--- config.mk ---
export PLATFORM = sky130hd
export DESIGN_NAME = map_tile_scheduler
export DESIGN_NICKNAME = d
export VERILOG_FILES = /design/src/rtl/map_tile_scheduler.sv
export SDC_FILE = /design/constraint.sdc
export NUM_CORES = 1
export LEC_CHECK = 0
export ABC_AREA = 1
export BUFFER_PORTS_ARGS = -buffer_cell sky130_fd_sc_hd__buf_2
export CELL_PAD_IN_SITES_DETAIL_PLACEMENT = 1
export CELL_PAD_IN_SITES_GLOBAL_PLACEMENT = 2
export CORE_ASPECT_RATIO = 0.7
export CORE_MARGIN = 2
export CORE_UTILIZATION = 32
export DETAILED_ROUTE_END_ITERATION = 8
export PLACE_DENSITY = 0.95
export SYNTH_ARGS = -nofsm -noshare
export SYNTH_HDL_FRONTEND = slang
export SYNTH_SLANG_ARGS = --single-unit
export TNS_END_PERCENT = 10
--- constraint.sdc ---
create_clock -name clk -period 6.75 [get_ports clk]
set_clock_uncertainty 0.1 [all_clocks]
set_input_delay 1.0125 -clock clk [delete_from_list [all_inputs] [get_ports clk]]
set_output_delay 1.0125 -clock clk [all_outputs]
set_load 0.005 [all_outputs]
--- src/rtl/map_tile_scheduler.sv ---
// Tile-map RAM sequencer for the map sprite renderer: one tile fetch per 8 pixels,
// 2-cycle pixel pipeline, and arbitration of spare RAM cycles between fill and game writes.
module map_tile_scheduler #(
  parameter int MAP_W  = 28,
  parameter int MAP_H  = 31,
  parameter int X0     = 0,
  parameter int Y0     = 0,
  parameter int ADDR_W = 10
) (
  input  logic              clk,
  input  logic              rst_n,
  input  logic [9:0]        hpos,
  input  logic [9:0]        vpos,
  input  logic              de,
  output logic [ADDR_W-1:0] ram_addr,
  output logic              ram_re,
  output logic              ram_we,
  output logic [3:0]        ram_wdata,
  input  logic [3:0]        ram_rdata,
  input  logic              wr_req,
  input  logic [ADDR_W-1:0] wr_addr,
  input  logic [3:0]        wr_data,
  output logic              wr_ack,
  input  logic              fill_req,
  input  logic [3:0]        fill_code,
  output logic              fill_busy,
  output logic [3:0]        sprite_code,
  output logic [2:0]        sx,
  output logic [2:0]        sy,
  output logic              sprite_de
);

  localparam int                TILES   = MAP_W * MAP_H;
  localparam logic [10:0]       X0_W    = 11'(X0);
  localparam logic [10:0]       Y0_W    = 11'(Y0);
  localparam logic [10:0]       XLIM    = 11'(8 * MAP_W);
  localparam logic [10:0]       YLIM    = 11'(8 * MAP_H);
  localparam logic [ADDR_W:0]   TILES_W = (ADDR_W+1)'(TILES);
  localparam logic [ADDR_W-1:0] LAST    = ADDR_W'(TILES - 1);

  typedef enum logic {IDLE, FILL} state_t;

  // ---- stage 0: map window and render fetch decision ----
  logic [9:0]        lx_p0, ly_p0;
  logic              in_map_p0, fetch_p0;
  logic [ADDR_W-1:0] taddr_p0;

  assign lx_p0     = hpos - X0_W[9:0];
  assign ly_p0     = vpos - Y0_W[9:0];
  assign in_map_p0 = ({1'b0, hpos} >= X0_W) && ({1'b0, lx_p0} < XLIM) &&
                     ({1'b0, vpos} >= Y0_W) && ({1'b0, ly_p0} < YLIM);
  assign fetch_p0  = de && in_map_p0 && (lx_p0[2:0] == 3'd0);
  assign taddr_p0  = ADDR_W'(ly_p0[9:3]) * ADDR_W'(MAP_W) + ADDR_W'(lx_p0[9:3]);

  state_t            state, state_nxt;
  logic [ADDR_W-1:0] cnt, cnt_nxt;
  logic [3:0]        code, code_nxt;
  logic              free, wr_ok;

  assign free      = !fetch_p0;
  assign wr_ok     = {1'b0, wr_addr} < TILES_W;
  assign fill_busy = (state == FILL);

  always_ff @(posedge clk or negedge rst_n) begin
    if (!rst_n) begin
      state <= IDLE;
      cnt   <= '0;
      code  <= '0;
    end else begin
      state <= state_nxt;
      cnt   <= cnt_nxt;
      code  <= code_nxt;
    end
  end

  // RAM strobes are combinational, so they are gated by reset to hold reset values.
  always_comb begin
    state_nxt = state;
    cnt_nxt   = cnt;
    code_nxt  = code;
    ram_re    = 1'b0;
    ram_we    = 1'b0;
    ram_addr  = '0;
    ram_wdata = '0;
    wr_ack    = 1'b0;
    if (rst_n) begin
      if (fetch_p0) begin
        ram_re   = 1'b1;
        ram_addr = taddr_p0;
      end
      if (state == IDLE) begin
        if (free && wr_req) begin
          wr_ack    = 1'b1;
          ram_we    = wr_ok;
          ram_addr  = wr_addr;
          ram_wdata = wr_data;
        end
        if (fill_req) begin
          code_nxt  = fill_code;
          cnt_nxt   = '0;
          state_nxt = FILL;
        end
      end else if (free) begin
        ram_we    = 1'b1;
        ram_addr  = cnt;
        ram_wdata = code;
        cnt_nxt   = cnt + ADDR_W'(1);
        if (cnt == LAST) state_nxt = IDLE;
      end
    end
  end

  // ---- stage 1: pixel attributes aligned with RAM read latency ----
  logic [2:0] sx_p1, sy_p1;
  logic       de_p1, in_map_p1, fetch_p1;

  always_ff @(posedge clk or negedge rst_n) begin
    if (!rst_n) begin
      sx_p1     <= '0;
      sy_p1     <= '0;
      de_p1     <= 1'b0;
      in_map_p1 <= 1'b0;
      fetch_p1  <= 1'b0;
    end else begin
      sx_p1     <= lx_p0[2:0];
      sy_p1     <= ly_p0[2:0];
      de_p1     <= de;
      in_map_p1 <= in_map_p0;
      fetch_p1  <= fetch_p0;
    end
  end

  // ---- stage 2: sprite outputs ----
  logic [3:0] hold;

  always_ff @(posedge clk or negedge rst_n) begin
    if (!rst_n) begin
      sprite_code <= 4'hF;
      hold        <= 4'hF;
      sx          <= '0;
      sy          <= '0;
      sprite_de   <= 1'b0;
    end else begin
      sx        <= sx_p1;
      sy        <= sy_p1;
      sprite_de <= de_p1;
      if (fetch_p1) begin
        sprite_code <= ram_rdata;
        hold        <= ram_rdata;
      end else if (in_map_p1 && de_p1) begin
        sprite_code <= hold;
      end else begin
        sprite_code <= 4'hF;
      end
    end
  end

endmodule
## Yosys cells after proc, flatten, opt, wreduce, memory -nomap -nowiden

Cells that the tools add are included.

| cells by class | value |
|---|---|
| add/subtract/negate cells | 2 |
| multipliers | 1 |
| order comparisons | 3 |
| equal/unequal tests | 2 |
| mux-type cells | 27 |
| bitwise operators | 1 |
| reduce and logical (&&, ||, !) cells | 10 |

Operator list:

| kind | count |
|---|---|
| 10-bit 2-to-1 mux | 8 |
| 4-bit 2-to-1 mux | 6 |
| 10-bit by 8-bit < comparator with 1-bit output, second input constant | 2 |
| 1-bit 2-to-1 mux | 13 |
| 10-bit by 1-bit adder with 10-bit output, second input constant | 1 |
| 10-bit by 7-bit adder with 10-bit output | 1 |
| 10-bit == test, second input constant | 1 |
| 10-bit < comparator, second input constant | 1 |
| 7-bit by 3-bit multiplier with 8-bit output, second input constant | 1 |
| 3-bit AND reduction | 2 |
| 1-bit logical AND | 5 |
| 3-bit logical NOT | 1 |
| 2-bit inequality test, second input constant | 1 |
| 2-bit nonzero test | 1 |
| 1-bit logical NOT | 1 |
| 1-bit NOT | 1 |

| word-level totals | value |
|---|---|
| register bits | 39 |
| bits of input ports | 47 |
| output and inout port bits | 29 |
| logic and storage cells | 59 |

## Logic depth before layout (Yosys ltp)

Gate-level depths: netlist of run 1.

| logic depth | value |
|---|---|
| word-level depth | 9 |
| mapped depth | 14 |
| mapped depth without buffers | 14 |

## Worst setup path before layout of run 1

Ideal clock, no wire load.

| path | value |
|---|---|
| kind | input -> output |
| start | input port vpos[3] |
| end | output port ram_addr[7] |
| data arrival time | 3,189 ps |
| required time | 5,637 ps |
| slack | 2,448 ps |
| stages | 11 |
| buffers on the path | 0 |
| cell sequence | fa_1 -> ha_1 -> fa_1 -> xor2_1 -> ha_1 -> a21oi_1 -> nand2_1 -> nor2_1 -> nor2_1 -> nand3b_1 -> nand3_1 |

| between the ends | value |
|---|---|
| word-level cells in the longest chain between the ends | 9 |
| elaborated cells between the ends (all ways) | 13 |
| classes of those cells | 1 x add/sub; 1 x mul; 1 x order compare; 5 x mux; 5 x reduce/logical |

Ends and longest elaborated chain:

| element | RTL line | RTL |
|---|---|---|
| start: declaration | 13 | `input logic [9:0] vpos,` |
| branches (longest 7 deep; another with 10-bit by 7-bit adder with 10-bit output) | -- |  |
| 10-bit 2-to-1 mux (*) | 91 | `if (state == IDLE) begin` |
| 10-bit 2-to-1 mux (*) | 86 | `if (rst_n) begin` |
| end: declaration | 15 | `output logic [ADDR_W-1:0] ram_addr,` |

Mark *: on every way between the ends.

## Worst setup path after layout of run 1

Same ends and word-level chain as after synthesis.

==> metrics.txt, run 1 <==
largest net degree at the start of global routing 49; setup slack, reg-to-reg ~5.0 ns; share of layout cells above drive strength 1 0.284; hold depth 0; Util after Layout 0.398; gate count of the mapped netlist roughly 340; Final Cycle Share 0.702; die width ~110 microns; vias 2,547; Sw Pwr roughly 0.3 mW; WS Path Type in2out; combinational cell fraction of total power 0.340; # clock sinks 39; core footprint 8340 sq um; Die ar. 9260 sq um; Setup TNS Final 0 ns; DR DRC count 0; CTS buffer count 5; f_max 211 MHz; Ys Warns 0; Crit. End Element primary output; final hold violations 0; Hold Crit Class reg2reg; Maximum Capacitance Violations 0; DPL Wire Length roughly 6.6 mm; die height 81.1 microns; crit path DAT 3.62 ns; sw frac 0.363; Antenna diodes 0; row cnt 28; post-synthesis sequential area ratio 0.363; Syn Area/Cell 7.95 sq um; first-pass GRT wire length 13.2 mm; H-tree levels 2; Post-Syn Area 2720 sq um; Seq cells post-synth 39; clock root cell clkbuf_16; post-CTS resize count 0; input/output buffers 75; Flop pwr share 0.373; ANT nets after route 0; Initial Util 0.326; pre-CTS WS 2.03 ns; post-route minimum period 4.74 ns; pwr dens 241 nW/um^2; Avg WL per Cell 15.1 microns; hold buffer count at CTS 0; setup bufs post-CTS 0; Total GRT Usage 0.182; num ports 76; leakage roughly 1.8 nW; Area growth, synth to finish 22.2%; initial drt markers 103; Setup violations, final 0; data required time of the critical path approximately 5.6 ns; grt ovf 0; Clock Latency Late Sink 0.28 ns; Via-to-Cell Ratio 4.86; Detailed Routing Iterations Pass 1 4; HP Start sx_p1[1]; RR Endpoint cnt[2]; antenna violations before repair 0; CP Launch Type input pin; DRT Wirelength between 7 and 8 mm; number of global-route vias before repair between 2,000 and 3,000; CTS clk-pin slew, worst paths 0.06 ns; Peak supply drop 0.108 mV; hold path endpoint sx[1]; Slew Limit Fails 0; unrepaired setup endpoints after global routing no; CP Max Fanout 5; final worst slack 2.01 ns; status finished clean; GP Congestion roughly 0.9; CTS Buffer Depth 2; Cell variety after synth 34; RR Startpoint fill_busy; CTS tree built; relative slew slack 0.599; internal cell power approximately 0.51 mW; clock network power share 0.288; Slew @ Worst Pin 0.602 ns; nets slightly below 500; syn nets around 410; reg2reg path depth 5
==> power groups by stage <==
stage | clock (mW) | sequential [mW] | combinational, mW
6_report | 0.231 | 0.299 | 0.273
5_1_grt | 0.247 | 0.304 | 0.314
4_1_cts | 0.240 | 0.299 | 0.275
3_5_place_dp | 0 | 0.302 | 0.274
3_3_place_gp | 0 | 0.301 | 0.263
2_1_floorplan | 0 | 0.289 | 0.192
==> cell usage after synthesis <==
cell | count | area, sq um
a211oi_1 | 1 | 7.51
a21o_1 | 1 | 7.51
a21oi_1 | 7 | 35.0
a31oi_1 | 1 | 6.26
buf_2 | 1 | 5.00
buf_6 | 3 | 33.8
clkbuf_1 | 1 | 3.75
clkbuf_2 | 2 | 10.0
dfrtp_1 | 31 | 776
dfstp_2 | 8 | 210
fa_1 | 8 | 160
ha_1 | 16 | 200
inv_1 | 35 | 131
inv_2 | 7 | 26.3
nand2_1 | 106 | 398
nand2_2 | 5 | 31.3
nand2_4 | 1 | 11.3
nand3_1 | 24 | 120
nand3_2 | 2 | 20.0
nand3_4 | 1 | 17.5
nand3b_1 | 2 | 15.0
nand4_1 | 9 | 56.3
nor2_1 | 23 | 86.3
nor2_4 | 3 | 33.8
nor2_8 | 2 | 40.0
nor3_1 | 6 | 30.0
o211ai_1 | 5 | 37.5
o21ai_0 | 11 | 55.1
o21ai_1 | 4 | 20.0
o21ai_2 | 5 | 43.8
o21bai_1 | 1 | 7.51
or2_2 | 2 | 12.5
xnor2_1 | 2 | 17.5
xor2_1 | 6 | 52.6
==> per-stage QoR <==
step                      area, sq um  hold WS, ns  power, mW  cells
after floorplan                  2720        0.231      0.481    342
after global placement           3180        0.232      0.564    516
after detailed placement         3180        0.238      0.576    516
after CTS                        3320        0.254      0.814    524
after global routing             3320        0.263      0.864    524
final                            3320        0.248      0.802    524
==> registers in the layout, indices dropped and copies added, names as in the netlist <==
register     cells
cnt             10
sprite_de        1
sx               3
sprite_code      4
code             4
fill_busy        1
sx_p1            3
hold             4
fetch_p1         1
de_p1            1
sy_p1            3
sy               3
in_map_p1        1
==> layout make-up <==
class                      instances  area (sq um)
fill                            1057          5020
multi-input combinational        254          1520
sequential                        39           986
timing repair buffer              76           383
inverter                          42           158
tap                              105           131
clock buffer                       6           129
clock inverter                     2          12.5
==> cells in the final DEF (no fill, tap or decap), types with 2 or more instances in the layout <==
cell	n
o21ai_2	5
dfstp_2	8
a21oi_1	7
nor2_1	23
inv_1	35
o211ai_1	5
inv_2	7
xor2_1	6
nand3_2	2
nand3b_1	2
nor2_4	3
nand3_1	24
nand2_1	106
or2_2	2
o21ai_1	4
nor3_1	6
ha_1	16
nor2_8	2
clkbuf_16	5
buf_2	75
o21ai_0	11
dfrtp_1	31
nand2_2	5
nand4_1	9
xnor2_1	2
fa_1	8
==> routing by layer <==
layer	vias to the layer above	GRT usage	share of wire
li1	1247	-	-
met1	1221	0.250	0.47
met2	71	0.292	0.44
met3	8	0.0478	0.075
met4	0	0.0402	0.013
met5	-	0	0
==> cells by family after synthesis <==
| family | count (synthesis) | share of synthesized area |
|---|---|---|
| flip-flops | 39 | 0.363 |
| adder cells (fa/ha/maj) | 24 | 0.133 |
| AO/OA/AOI/OAI | 36 | 0.0810 |
| XOR/XNOR | 8 | 0.0258 |
| buffers and inverters | 49 | 0.0773 |
| AND/OR/NAND/NOR | 186 | 0.321 |
==> how the worst max path moves through the flow <==
stage	startpoint	endpoint	slack (ns)
CTS	vpos[3]	ram_addr[7]	2.04
detailed placement	vpos[3]	ram_addr[7]	2.03
global route	vpos[3]	ram_addr[7]	1.78
global placement	vpos[3]	ram_addr[7]	2.11
finish	vpos[3]	ram_addr[7]	2.01
floorplan	vpos[3]	ram_addr[7]	2.45
==> critical path, stage by stage <==
cell,delay (ns)
buf_2,0.14
fa_1,0.48
ha_1,0.23
fa_1,0.41
xor2_1,0.17
ha_1,0.34
a21oi_1,0.23
nand2_1,0.09
nor2_1,0.12
nor2_1,0.07
nand3b_1,0.16
nand3_1,0.07
buf_2,0.11
Power figures use the tool's default switching activity.
==> inputs of run 2 (changes only) <==
ABC_AREA = 0   (was 1)
CORE_UTILIZATION = 28   (was 32)
PLACE_DENSITY = 0.87   (was 0.95)
clock period = 4.1 ns   (was 6.75 ns; I/O delays follow)
==> metrics.txt, run 2 <==
CP Max Fanout 4 (-1); ANT nets after route 0 (unchanged); area leader, netlist dfrtp_1; main flop type after synthesis dfrtp_1; hold depth 0 (unchanged); Area growth, synth to finish 26.2%; post-synthesis sequential area ratio 0.405 (+0.0423); HP Start sy_p1[0]; row cnt 28 (unchanged); Avg WL per Cell 16.6 microns (+9.8%); input/output buffers 75 (unchanged); Ys Warns 0 (unchanged); most common cell after layout, fill and taps aside buf_2; RR Startpoint fill_busy; Fillers 998 (-5.6%); Total GRT Usage 0.158 (-0.0242); top-count cell post-synth dfrtp_1; post-route minimum period approximately 4 ns; register area 986 sq um (unchanged); grt ovf 0 (unchanged); Setup violations, final 0 (unchanged); Crit path max-delay family adder cells; crit-path cells buf_2 -> fa_1 -> ha_1 -> fa_1 -> ha_1 -> o21ai_0 -> a21boi_0 -> o21ai_0 -> a211oi_2 -> buf_2; final hold violations 0 (unchanged); crit path from vpos[3]; Seq cells post-synth 39 (unchanged); Post-Syn Area 2430 sq um (-10%); Setup TNS Final 0 ns (unchanged); Hold Crit Class reg2reg; Antenna diodes 0 (unchanged); max reg flops 10 (unchanged); die height 82.0 microns (+1.1%); Clock Latency Late Sink 0.28 ns (about the same); Synth top cells by count dfrtp_1, nand2_1, nor2_1; pwr dens 411 nW/um^2 (+70%); relative slew slack 0.430 (-0.168); CTS Buffer Depth 2 (unchanged); Critical-path top delay cell fa_1; area of the multi-input gates 1360 sq um (-11%); Critical Path Stages 10 (-3); CTS clk-pin slew, worst paths 0.06 ns (about the same); f_max around 250 MHz; number of global-route vias before repair 2,247 (-15%); Slew Limit Fails 0 (unchanged); syn nets 305 (-26%); CTS tree built; Util after Layout 0.364 (-0.0344); antenna violations before repair 0 (unchanged); clock root cell clkbuf_16; Die ar. 9470 sq um (+2.2%); Slew @ Worst Pin 0.854 ns (+0.252 ns); GP Congestion 0.799 (-12%); H-tree levels 2 (unchanged); Syn Area/Cell 10.4 sq um (+31%); DR DRC count 0 (unchanged); gate count of the mapped netlist 234 (-32%); Initial Util 0.288 (-0.0377); leakage 1.44 nW (-18%); synth top area cells dfrtp_1, dfstp_2, ha_1; initial drt markers 109 (+5.8%); Crit. End Element primary output; DPL Wire Length 5.47 mm (-17%); CTS buffer count 5 (unchanged); Detailed Routing Iterations Pass 1 4 (unchanged); ys async rst share 1.00 (unchanged); # clock sinks 39 (unchanged); share of layout cells above drive strength 1 0.355 (+0.0706); nets 383 (-22%); Final Cycle Share 0.964; reg2reg path depth 4 (-1); core footprint 8440 sq um (+1.3%); crit path DAT 3.24 ns (-0.38 ns); Maximum Capacitance Violations 0 (unchanged); num ports 76 (unchanged); Biggest register cnt; CP Launch Type input pin; Via-to-Cell Ratio 4.84 (-0.46%); largest net degree at the start of global routing 47 (-4.1%); unrepaired setup endpoints after global routing no; first-pass GRT wire length 11.5 mm (-13%); die width 115 microns (+1.1%); Peak supply drop 0.196 mV (+82%); critical path's largest stage delay 0.54 ns (+0.06 ns); WS Path Type in2out; status finished clean; worst path bufs/invs 2 (unchanged); data required time of the critical path 3.38 ns (-2.26 ns); DRT Wirelength 7.19 mm (-9.3%); vias 2,095 (-18%); share of the synthesized area in the top cell type 0.319 (+0.0333); Cell variety after synth 54 (+59%); number of synthesized flops with an enable pin 0 (unchanged); most frequent cells in the layout buf_2, dfrtp_1, nand2_1
run 2: worst register-to-register path, stage by stage, from the launching register on:
cell and delay (ns):
dfrtp_1 0.90, and4_2 0.41, nand4_1 0.14, or3_1 0.33
a21oi_1 0.14
run 2: logic make-up (layout without fill, tap and decap cells):
logic type,Yosys count,in the layout,synth area share
and+or+nand+nor,86,86,0.201
AOI/OAI and AO/OA,56,56,0.161
DFF,39,39,0.405
adders and majority gates,24,24,0.148
buffers and inverters,17,96,0.0370
xor gates and xnor gates,8,8,0.0288
muxes,4,4,0.0185
run 2: power breakdown:
group          switching, mW  internal (mW)
clock network          0.153          0.226
registers             0.0599          0.442
logic                  0.210          0.172
run 2: area by class of cell:
class	instances	share of cell area
sequential	39	0.321
timing repair buffer	78	0.129
inverter	10	0.0122
multi-input combinational	178	0.442
tap	120	0.0489
clock inverter	2	0.00448
clock buffer	6	0.0419
run 2: per-stage QoR:
stage	cell area [sq um]	total power [mW]	cells	worst slack [ns]	hold slack, ns
detailed placement	2930	0.889	425	0.146	0.240
global placement	2930	0.869	425	0.262	0.232
finish	3070	1.26	433	0.148	0.249
floorplan	2430	0.741	234	0.619	0.219
CTS	3070	1.28	433	0.151	0.253
global route	3070	1.35	433	0.00182	0.256
run 2: layer usage:
layer / vias to the layer above / part of all wire / wire (microns) / global-route usage
met2: 53 / 0.44 / 3160 / 0.240
met3: 4 / 0.067 / 479 / 0.0472
met5: - / 0 / 0 / 0
li1: 1008 / - / - / -
met4: 0 / 0.0035 / 25 / 0.0277
met1: 1030 / 0.49 / 3520 / 0.225
run 2: worst paths after layout:
kind                               endpoint  slack, ns
min in group asynchronous             sy[2]       0.34
worst min-delay path                  sy[0]       0.25
worst max-delay path            ram_addr[8]       0.15
worst min register to register        sy[0]       0.25
worst max register to register       cnt[8]       2.02
max in group asynchronous           code[0]       3.16
run 2: what timing repair did:
| item | CTS | global route |
|---|---|---|
| buffers inserted | 0 | 0 |
| gates resized for setup | 0 | 0 |
| endpoints found under the setup margin | 0 | 1 |
| hold buffers | 0 | 0 |
==> inputs of run 3 (changes only) <==
CORE_UTILIZATION = 31   (was 28)
PLACE_DENSITY = 0.9   (was 0.87)
clock period = 4.2 ns   (was 4.1 ns; I/O delays follow)
==> metrics.txt, run 3 (synthesis results as in run 2) <==
status finished clean; WS Path Type in2out; DR DRC count 0 (unchanged); antenna violations before repair 0 (unchanged); number of global-route vias before repair 2,232 (-0.67%); Initial Util 0.327 (+0.0385); Antenna diodes 0 (unchanged); Setup violations, final 0 (unchanged); Setup TNS Final 0 ns (unchanged); max reg flops 10 (unchanged); f_max about 250 MHz; CP Max Fanout 4 (unchanged); unrepaired setup endpoints after global routing no; pwr dens 391 nW/um^2 (-4.8%); setup slack, reg-to-reg 2.12 ns (+0.10 ns); core footprint 7450 sq um (-12%); DRT Wirelength 6.97 mm (-3.0%); most frequent cells in the layout buf_2, dfrtp_1, nand2_1; Final Cell Area 3020 sq um (-1.8%); reg2reg path depth 4 (unchanged); crit-path cells buf_2 -> fa_1 -> ha_1 -> fa_1 -> ha_1 -> o21ai_0 -> o21ai_0 -> a21o_1 -> a311oi_1 -> nor4_2 -> buf_2; Critical-path top delay cell fa_1; Slew @ Worst Pin 0.841 ns (-0.0138 ns); Avg WL per Cell 17.0 microns (+2.2%); Peak supply drop 0.212 mV (+8.1%); CTS tree built; CP Launch Type input pin; first-pass GRT wire length 11.6 mm (+1.3%); Maximum Capacitance Violations 0 (unchanged); GP Congestion 0.877 (+9.8%); input/output buffers 75 (unchanged); Total GRT Usage 0.174 (+0.0162); row cnt 26 (-7.1%); RR Endpoint cnt[8]; Hold Crit Class in2async; DPL Wire Length 5.41 mm (-1.1%); hold buffer count at CTS 0 (unchanged); relative slew slack 0.440 (+0.00922); H-tree levels 2 (unchanged); CTS clk-pin slew, worst paths 0.08 ns (+0.02 ns); die width 110 microns (-4.8%); setup bufs post-CTS 0 (unchanged); critical path's largest stage delay 0.53 ns (about the same); share of layout cells above drive strength 1 0.358 (+0.00319); initial drt markers 100 (-8.3%); CTS buffer count 5 (unchanged); Slew Limit Fails 0 (unchanged); most common cell after layout, fill and taps aside buf_2; Via-to-Cell Ratio 5.20 (+7.5%); crit path DAT 3.31 ns (+0.07 ns); post-route minimum period 4.04 ns; die height 78.2 microns (-4.7%); data required time of the critical path 3.47 ns (+0.09 ns); Area growth, synth to finish 24.0%; leakage 1.43 nW (-0.84%); total power 1.18 mW (-6.5%); Fillers 903 (-9.5%); Clock Latency Late Sink 0.29 ns (about the same); RR Startpoint fill_busy; Biggest register cnt; Crit. End Element primary output; Critical Path End ram_addr[9]; clock root cell clkbuf_8; CTS Buffer Depth 2 (unchanged); Detailed Routing Iterations Pass 1 4 (unchanged); nets 383 (unchanged); Placed Area 2900 sq um (-0.94%); largest net degree at the start of global routing 32 (-32%); Die ar. 8590 sq um (-9.3%); crit path from vpos[3]; ANT nets after route 0 (unchanged); vias 2,138 (+2.1%); num ports 76 (unchanged); Final Cycle Share 0.961; # clock sinks 39 (unchanged); grt ovf 0 (unchanged); post-CTS resize count 0 (unchanged); final hold violations 0 (unchanged)
## run 3: cell types whose count changed in the layout (fill, tap and decap cells not counted), sizes merged
| cell | previous run | this run |
|---|---|---|
| bufinv | 0 | 1 |
| clkbuf | 6 | 5 |
| clkinv | 2 | 1 |
| inv | 10 | 11 |
## run 3: per-stage QoR
step / std cells / hold slack (ns) / utilization / setup slack, ns
6_report: 411 / 0.152 / 0.405 / 0.164
5_1_grt: 411 / 0.168 / 0.405 / 0.0283
4_1_cts: 411 / 0.159 / 0.405 / 0.147
3_5_place_dp: 403 / 0.237 / 0.390 / 0.115
3_3_place_gp: 403 / 0.232 / 0.390 / 0.335
2_1_floorplan: 234 / 0.231 / - / 0.689
## run 3: metal layers
layer,global-route usage,part of all wire
met5,0,0
met1,0.254,0.48
met3,0.0648,0.090
met4,0.0316,0.0054
met2,0.247,0.43
## run 3: worst min path at each step
| stage | startpoint | cells past startpoint | end | slack, ns |
|---|---|---|---|---|
| 2_1_floorplan | rst_n | 0 | cnt[0] | 0.23 |
| 3_3_place_gp | sx_p1[0] | 0 | sx[0] | 0.23 |
| 6_report | rst_n | 1 | sy_p1[2] | 0.15 |
| 5_1_grt | rst_n | 1 | sy_p1[2] | 0.17 |
| 4_1_cts | rst_n | 1 | cnt[6] | 0.16 |
| 3_5_place_dp | sy_p1[0] | 0 | sy[0] | 0.24 |
## run 3: final cells by class
| class | count | area, sq um | share of cell area |
|---|---|---|---|
| Clock buffer | 5 | 68.8 | 0.0228 |
| Clock inverter | 3 | 47.5 | 0.0157 |
| Inverter | 10 | 37.5 | 0.0124 |
| Multi-Input combinational cell | 178 | 1360 | 0.450 |
| Sequential cell | 39 | 986 | 0.327 |
| Tap cell | 98 | 123 | 0.0406 |
| Timing Repair Buffer | 78 | 398 | 0.132 |
## run 3: worst max-delay path: cells and delay by family
family,cells,cell delay (ns)
compound gates,4,0.83
fa+ha+maj,4,1.49
buf+inv,2,0.27
simple gates,1,0.09
## run 3: where the power goes
group          internal, mW  leakage [nW]  switching (mW)  total [mW]
sequential            0.430         0.466          0.0603       0.491
clock                 0.180        0.0587           0.142       0.322
combinational         0.168         0.900           0.200       0.367
total                 0.778          1.43           0.402        1.18
